## config.mk

```make
export PLATFORM = sky130hd
export DESIGN_NAME = result_uart_sequencer
export DESIGN_NICKNAME = d
export VERILOG_FILES = /design/src/rtl/result_uart_sequencer.sv
export SDC_FILE = /design/constraint.sdc
export NUM_CORES = 1
export LEC_CHECK = 0
export CORE_ASPECT_RATIO = 0.6
export CORE_MARGIN = 8
export CORE_UTILIZATION = 48
export DETAILED_ROUTE_END_ITERATION = 8
export HOLD_SLACK_MARGIN = 0.03
export PLACE_DENSITY_LB_ADDON = 0.2
export SKIP_CTS_REPAIR_TIMING = 1
export SLEW_MARGIN = 20
export SYNTH_ARGS = -nofsm -noshare
export SYNTH_HDL_FRONTEND = slang
export SYNTH_SLANG_ARGS = --single-unit
```

## constraint.sdc

```tcl
create_clock -name clk -period 1.71 [get_ports clk]
set_input_delay 0.2565 -clock clk [delete_from_list [all_inputs] [get_ports clk]]
set_output_delay 0.2565 -clock clk [all_outputs]
set_load 0.005 [all_outputs]
```

## src/rtl/result_uart_sequencer.sv

```systemverilog
// Captures the result word when the program stops and sends it MSB byte first over the UART handshake, one frame at a time.
// Transmit rises 2 cycles after the trigger; each frame waits on uart_busy. Optional RESULT_UART_HEX_ASCII_EN sends ASCII hex plus CR LF.
module result_uart_sequencer #(
  parameter int RESULT_BYTES = 4,
  parameter int BUSY_TIMEOUT = 1023,
  parameter int MAX_RETRIES  = 3
) (
  input  logic                      clk,
  input  logic                      reset,
  input  logic                      prog_running,
  input  logic [8*RESULT_BYTES-1:0] result,
  input  logic                      uart_busy,
  output logic                      uart_transmit,
  output logic [7:0]                uart_tx_byte,
  output logic                      seq_busy,
  output logic                      seq_done,
  output logic                      seq_error
);

`ifdef RESULT_UART_HEX_ASCII_EN
  localparam int FRAMES = 2 * RESULT_BYTES + 2;
`else
  localparam int FRAMES = RESULT_BYTES;
`endif
  localparam int DW    = 8 * RESULT_BYTES;
  localparam int CNT_W = $clog2(FRAMES + 1);
  localparam int TO_W  = (BUSY_TIMEOUT < 1) ? 1 : $clog2(BUSY_TIMEOUT + 1);
  localparam int RT_W  = (MAX_RETRIES < 1) ? 1 : $clog2(MAX_RETRIES + 1);
  localparam logic [CNT_W-1:0] FRAMES_C = CNT_W'(FRAMES);
  localparam logic [TO_W-1:0]  TO_MAX   = TO_W'(BUSY_TIMEOUT);
  localparam logic [RT_W-1:0]  RT_MAX   = RT_W'(MAX_RETRIES);

  typedef enum logic [2:0] {
    S_ARMED, S_LOAD, S_REQ, S_WAIT_HI, S_WAIT_LO, S_DONE, S_ERROR
  } state_t;

  state_t           r_state;
  state_t           w_next;
  logic [DW-1:0]    r_shift;
  logic [CNT_W-1:0] r_cnt;
  logic [TO_W-1:0]  r_to;
  logic [RT_W-1:0]  r_retry;
  logic             r_busy;
  logic             r_done;
  logic             r_err;
  logic             w_tx;
  logic             w_sending;
  logic [7:0]       w_byte;
  logic [7:0]       w_char;

  assign w_byte = r_shift[DW-1 -: 8];

`ifdef RESULT_UART_HEX_ASCII_EN
  logic       r_nib;
  logic [3:0] w_nib;
  assign w_nib = r_nib ? w_byte[3:0] : w_byte[7:4];

  // The last two frames of a capture are the CR LF suffix.
  always_comb begin
    w_char = (w_nib < 4'd10) ? {4'h3, w_nib} : (8'h37 + {4'h0, w_nib});
    if (r_cnt == CNT_W'(2))      w_char = 8'h0D;
    else if (r_cnt == CNT_W'(1)) w_char = 8'h0A;
  end
`else
  assign w_char = w_byte;
`endif

  always_comb begin
    w_next = r_state;
    w_tx   = 1'b0;
    case (r_state)
      S_ARMED:   if (!prog_running) w_next = S_LOAD;
      S_LOAD:    w_next = S_REQ;
      S_REQ: begin
        // A still-draining UART holds us here without requesting.
        if (!uart_busy) begin
          w_tx   = 1'b1;
          w_next = S_WAIT_HI;
        end
      end
      S_WAIT_HI: begin
        if (uart_busy) begin
          w_tx   = 1'b1;
          w_next = S_WAIT_LO;
        end else if (r_to != TO_MAX) begin
          w_tx = 1'b1;
        end else begin
          w_next = (r_retry == RT_MAX) ? S_ERROR : S_REQ;
        end
      end
      S_WAIT_LO: if (!uart_busy) w_next = (r_cnt == CNT_W'(1)) ? S_DONE : S_REQ;
      S_DONE, S_ERROR: if (prog_running) w_next = S_ARMED;
      default:   w_next = S_ARMED;
    endcase
  end

  always_ff @(posedge clk) begin
    if (reset) begin
      r_state <= S_ARMED;
      r_shift <= '0;
      r_cnt   <= '0;
      r_to    <= '0;
      r_retry <= '0;
      r_busy  <= 1'b0;
      r_done  <= 1'b0;
      r_err   <= 1'b0;
`ifdef RESULT_UART_HEX_ASCII_EN
      r_nib   <= 1'b0;
`endif
    end else begin
      r_state <= w_next;
      case (r_state)
        S_ARMED: begin
          if (!prog_running) begin
            r_busy <= 1'b1;
            r_done <= 1'b0;
            r_err  <= 1'b0;
          end
        end
        S_LOAD: begin
          r_shift <= result;
          r_cnt   <= FRAMES_C;
          r_retry <= '0;
`ifdef RESULT_UART_HEX_ASCII_EN
          r_nib   <= 1'b0;
`endif
        end
        S_REQ: r_to <= '0;
        S_WAIT_HI: begin
          if (!uart_busy) begin
            if (r_to != TO_MAX) begin
              r_to <= r_to + TO_W'(1);
            end else if (r_retry == RT_MAX) begin
              r_busy <= 1'b0;
              r_err  <= 1'b1;
            end else begin
              r_retry <= r_retry + RT_W'(1);
            end
          end
        end
        S_WAIT_LO: begin
          if (!uart_busy) begin
            r_cnt   <= r_cnt - CNT_W'(1);
            r_retry <= '0;
`ifdef RESULT_UART_HEX_ASCII_EN
            if (r_cnt > CNT_W'(2)) begin
              r_nib <= ~r_nib;
              if (r_nib) r_shift <= r_shift << 8;
            end
`else
            r_shift <= r_shift << 8;
`endif
            if (r_cnt == CNT_W'(1)) begin
              r_busy <= 1'b0;
              r_done <= 1'b1;
            end
          end
        end
        default: ;
      endcase
    end
  end

  assign w_sending     = (r_state == S_REQ) || (r_state == S_WAIT_HI) || (r_state == S_WAIT_LO);
  assign uart_transmit = w_tx & ~reset;
  assign uart_tx_byte  = w_sending ? w_char : 8'h00;
  assign seq_busy      = r_busy;
  assign seq_done      = r_done;
  assign seq_error     = r_err;

endmodule

```

=== Word level (Yosys, flattened, before mapping) ===
Cells that the tools add are included.

* Flip-flop bits (word level): 53
* Output and inout bits: 12
* Logic and storage cells: 91

* $add $sub $neg: 3
* Equal/unequal tests: 20
* Muxes and demuxes: 41
* Bitwise logic cells: 2
* Reductions and logical operators: 17

{| class="wikitable"
|+ Operators by type and width
! operator !! count
|-
| 32-bit case mux with 2 select lines || 1
|-
| 32-bit 2-to-1 mux || 1
|-
| 3-bit 2-to-1 mux || 9
|-
| 10-bit 2-to-1 mux || 2
|-
| 2-bit inequality test (second input constant) || 10
|-
| 10-bit case mux with 2 select lines || 1
|-
| 3-bit case mux with 6 select lines || 1
|-
| 1-bit 2-to-1 mux || 15
|-
| 5-bit AND reduction || 3
|-
| 10-bit by 1-bit adder with 10-bit output (second input constant) || 1
|-
| 10-bit inequality test (second input constant) || 1
|-
| 3-bit == test (second input constant) || 3
|-
| 2-bit 2-to-1 mux || 4
|-
| 8-bit 2-to-1 mux || 1
|-
| 2-bit nonzero test || 4
|-
| 7-bit AND reduction || 1
|-
| 3-bit by 1-bit == test with 1-bit output (second input constant) || 2
|-
| 3-bit by 2-bit == test with 1-bit output (second input constant) || 2
|-
| 1-bit case mux with 2 select lines || 3
|-
| 2-bit case mux with 3 select lines || 1
|-
| 3-bit case mux with 2 select lines || 1
|-
| 3-bit nonzero test || 2
|-
| 4-bit AND reduction || 1
|-
| 3-bit zero test || 1
|-
| 11 further kinds || 12
|}

=== Logic depth before layout (Yosys ltp) ===
* Depth in word-level cells: 5
* Depth in mapped cells: 6
* Mapped depth without buffers: 6

=== Worst setup path after synthesis ===
OpenSTA, ideal clock, no wires.

* Kind: reg-to-output
* Start: register r_to[0]
* End: output port uart_transmit
* Arrival time: 1.392 ns
* Slack: 0.061 ns
* Cell stages (with the launch flop): 7
* Path through: dfxtp_1 > ha_1 > and3_1 > buf_2 > nand3_2 > nor3_1 > a2111oi_0

* Cells in the longest elaborated chain, start to end: 5

{| class="wikitable"
|+ Ends and longest elaborated chain
! element !! RTL line !! RTL
|-
| start, declared || 41 || <nowiki>logic [TO_W-1:0] r_to;</nowiki>
|-
| start signal, assigned || 132 || <nowiki>r_to <= r_to + TO_W'(1);</nowiki>
|-
| 10-bit inequality test || 85 || <nowiki>end else if (r_to != TO_MAX) begin</nowiki>
|-
| 1-bit 2-to-1 mux || 85 ||
|-
| 1-bit 2-to-1 mux || 82 || <nowiki>if (uart_busy) begin</nowiki>
|-
| 1-bit case mux with 2 select lines || 71 || <nowiki>case (r_state)</nowiki>
|-
| 1-bit AND || 165 || <nowiki>assign uart_transmit = w_tx & ~reset;</nowiki>
|-
| end, declared || 13 || <nowiki>output logic uart_transmit,</nowiki>
|}

No other way between the ends.

=== Final worst setup path ===
Same ends and word-level chain as after synthesis.

==> flow_summary.json <==
{
  "r2r_cells": 6,
  "final.setup_skew_ps": 6.65,
  "path_clk_slew_ps": 100,
  "die_h_um": 75.7,
  "viasPerCell": 5.65,
  "avgSynthCellArea_um2": 9.33,
  "drive_above_1_share_pct": 26.3,
  "slew_viol_final": 0,
  "clockBufferDepth": 2,
  "antenna-diode-count": 0,
  "clock_latency_ps": 310,
  "timing.setup.tns_ps": -7690,
  "hold_class": "primary input to flop",
  "synth_cells": 306,
  "synth-compound-area-share_pct": 25.1,
  "place_area_um2": 3650,
  "reg2reg_from": "r_state[2]",
  "hold_path_end": "r_shift[3]",
  "cts_buffers": 5,
  "yosys_warnings": 0,
  "synth-edff-count": 0,
  "power_density_nw_per_um2": 1510,
  "min_period_over_period_pct": 118,
  "critical_path_class": "flop to output pin",
  "synth-async-reset-ratio_pct": 0,
  "crit_path_end_kind": "output pin",
  "synth_nets": 346,
  "cts_root_buf": "clkbuf_8",
  "synth_top_family_by_area": "compound AO/OA/AOI/OAI gates",
  "dr.first_iter.drc_count": 208,
  "finalHoldViolations": 0,
  "crit_fanout": 2,
  "holdPathStages": 3,
  "drt-pass1-iter-count": 4,
  "grt_overflow": 0,
  "ant_nets": 0,
  "worstPathArrival_ps": 1760,
  "drc_errors": 0,
  "cap_violations": 0,
  "wl_mm": 7.74,
  "portBuffers": 47,
  "multi_input_area_um2": 1730,
  "setup-violations-final": 47,
  "worst_slack_ps": -309,
  "nets": 423,
  "synth_mux_area_share_pct": 10.9,
  "seq_area_frac_synth_pct": 37.2,
  "yosys.area_share.adder_pct": 1.75,
  "grt_pass1_wl_mm": 12.1,
  "start_kind": "flop",
  "pin_count": 48,
  "synth_xor_area_share_pct": 0.307,
  "timing.fmax_mhz": 495,
  "synth-seq-cells": 53,
  "dr_total_vias": 2623,
  "dpl.hpwl_mm": 5.62,
  "power_w": 0.00592,
  "tightest_slew_ps": 559,
  "ir_drop_mv": 0.723,
  "violations": "setup timing",
  "fin_area_um2": 3920,
  "rsz0062_at_grt": "yes",
  "n_fill_cell": 452,
  "cts_tree": "yes",
  "cts.sinks": 53,
  "slew_headroom_pct": 62.5,
  "die-width_um": 116,
  "antenna_found_initial": 0,
  "synthFlopType": "dfxtp_1",
  "h-tree-depth": 2,
  "dieArea_um2": 8750,
  "r2r-end": "r_shift[22]",
  "regArea_um2": 1070,
  "grtUsageTotal_pct": 17.7,
  "crit_required_ps": 1450,
  "area_growth_pct": 37.2,
  "start_util_pct": 50.5,
  "fin_crit_ps": 2020,
  "grt_max_degree": 30,
  "wire_per_inst_um": 16.7,
  "ff2ff_setup_slack_ps": -90,
  "grt_pass1_vias": 2464,
  "yosysUniqueCellTypes": 55,
  "p_leak_nw": 1.42,
  "rows": 21,
  "core_um2": 5650,
  "syn-cell-area_um2": 2860,
  "yosys.area_share.simple_pct": 19.5,
  "worstHoldStart": "reset",
  "outcome": "complete, but fails checks",
  "place_congestion": 0.844
}
placed cells by master, fill, tap and decap left out, types with 2 or more instances in the layout:
| cell type | instances |
|---|---|
| dfxtp_1 | 48 |
| clkdlybuf4s50_1 | 44 |
| nor2_1 | 42 |
| buf_4 | 40 |
| mux2i_1 | 30 |
| a211oi_2 | 24 |
| nand2_1 | 13 |
| inv_1 | 9 |
| a22oi_1 | 9 |
| a21oi_1 | 9 |
| nor2b_1 | 8 |
| or3_1 | 6 |
| clkbuf_8 | 6 |
| nand2b_1 | 5 |
| nand3_1 | 5 |
| nand4_1 | 5 |
| nand3b_1 | 4 |
| nor3b_1 | 4 |
| o21ai_0 | 4 |
| dfxtp_2 | 4 |
| nor2b_2 | 3 |
| o21a_1 | 3 |
| a31oi_1 | 3 |
| ha_1 | 3 |
| buf_6 | 3 |
| a21o_1 | 2 |
| o22ai_1 | 2 |
| a211oi_1 | 2 |
| o2111ai_1 | 2 |
| nor4_1 | 2 |
| buf_12 | 2 |
metal layers:
metal  global-route usage [%]  vias up  share of wire, %  routed length [um]
met4                     4.91        0               1.2                  96
li1                         -     1275                 -                   -
met1                     24.7     1246                50                3830
met5                        0        -                 0                   0
met3                     4.27        9               7.8                 606
met2                     26.3       93                41                3200
flip-flops by register name (all words and copies together), names as in the netlist:
signal / cells
r_retry: 2
seq_error: 1
r_shift: 32
r_to: 10
seq_done: 1
seq_busy: 1
r_state: 3
r_cnt: 3
final cells by class:
type	count	share of cell area [%]
multi-input cells	221	44.2
flip-flops and latches	53	27.3
repair buffers	92	21.9
well taps	80	2.56
clock buffers	6	2.11
clock inverters	2	0.958
inverters	10	0.958
synth_stat cells, types with 4 or more instances:
cell type / count / area share [%]
ha_1: 4 / 1.8
a21oi_1: 9 / 1.6
a22oi_1: 9 / 2.4
buf_2: 8 / 1.4
mux2i_1: 31 / 11
nand2b_1: 5 / 1.1
inv_1: 9 / 1.2
clkbuf_1: 7 / 0.92
buf_4: 5 / 1.3
nand3b_1: 4 / 1.1
o21ai_0: 4 / 0.70
nand3_1: 5 / 0.88
nand2_1: 13 / 1.7
a211oi_2: 24 / 11
nor2b_1: 11 / 2.4
nor3b_1: 4 / 1.1
or3_1: 6 / 1.3
dfxtp_1: 53 / 37
nor2_1: 43 / 5.7
nand4_1: 5 / 1.1
critical path, cell delays in order, from the launching register on:
cell	delay, ps
dfxtp_4	370
ha_4	160
and3_4	190
nand3_4	90
nor3_4	50
a2111oi_4	350
buf_4	170
buf_6	80
stage by stage:
| stage | util, % | worst slack (ps) | instances | hold slack (ps) |
|---|---|---|---|---|
| CTS | 66.8 | -923 | 460 | 445 |
| detailed placement | 64.7 | -561 | 452 | 460 |
| finish | 69.3 | -309 | 464 | 468 |
| floorplan | - | 61.0 | 306 | 405 |
| global placement | 64.7 | -542 | 452 | 445 |
| global route | 69.3 | -393 | 464 | 477 |
power breakdown:
group / total [W] / switching [W] / internal, W
clock: 0.000919 / 0.000442 / 0.000477
combinational: 0.00313 / 0.00161 / 0.00151
sequential: 0.00187 / 0.000245 / 0.00163
total: 0.00592 / 0.00230 / 0.00362
logic make-up (layout without fill, tap and decap cells):
family	Yosys count	count (layout)
AND/OR/NAND/NOR	108	108
AO/OA/AOI/OAI	77	77
flip-flops	53	53
buffers and inverters	32	110
multiplexers	31	31
adder cells (fa/ha/maj)	4	4
XOR/XNOR	1	1
how the worst max path moves through the flow:
stage          startpoint               to  slack, ps  cells after the start
3_3_place_gp    uart_busy    uart_transmit       -540                      4
5_1_grt        r_state[1]  uart_tx_byte[2]       -390                      5
2_1_floorplan     r_to[0]    uart_transmit         60                      6
4_1_cts           r_to[0]    uart_transmit       -920                      7
3_5_place_dp      r_to[0]    uart_transmit       -560                      7
6_report          r_to[0]    uart_transmit       -310                      7
(Power assumes the default switching activity.)
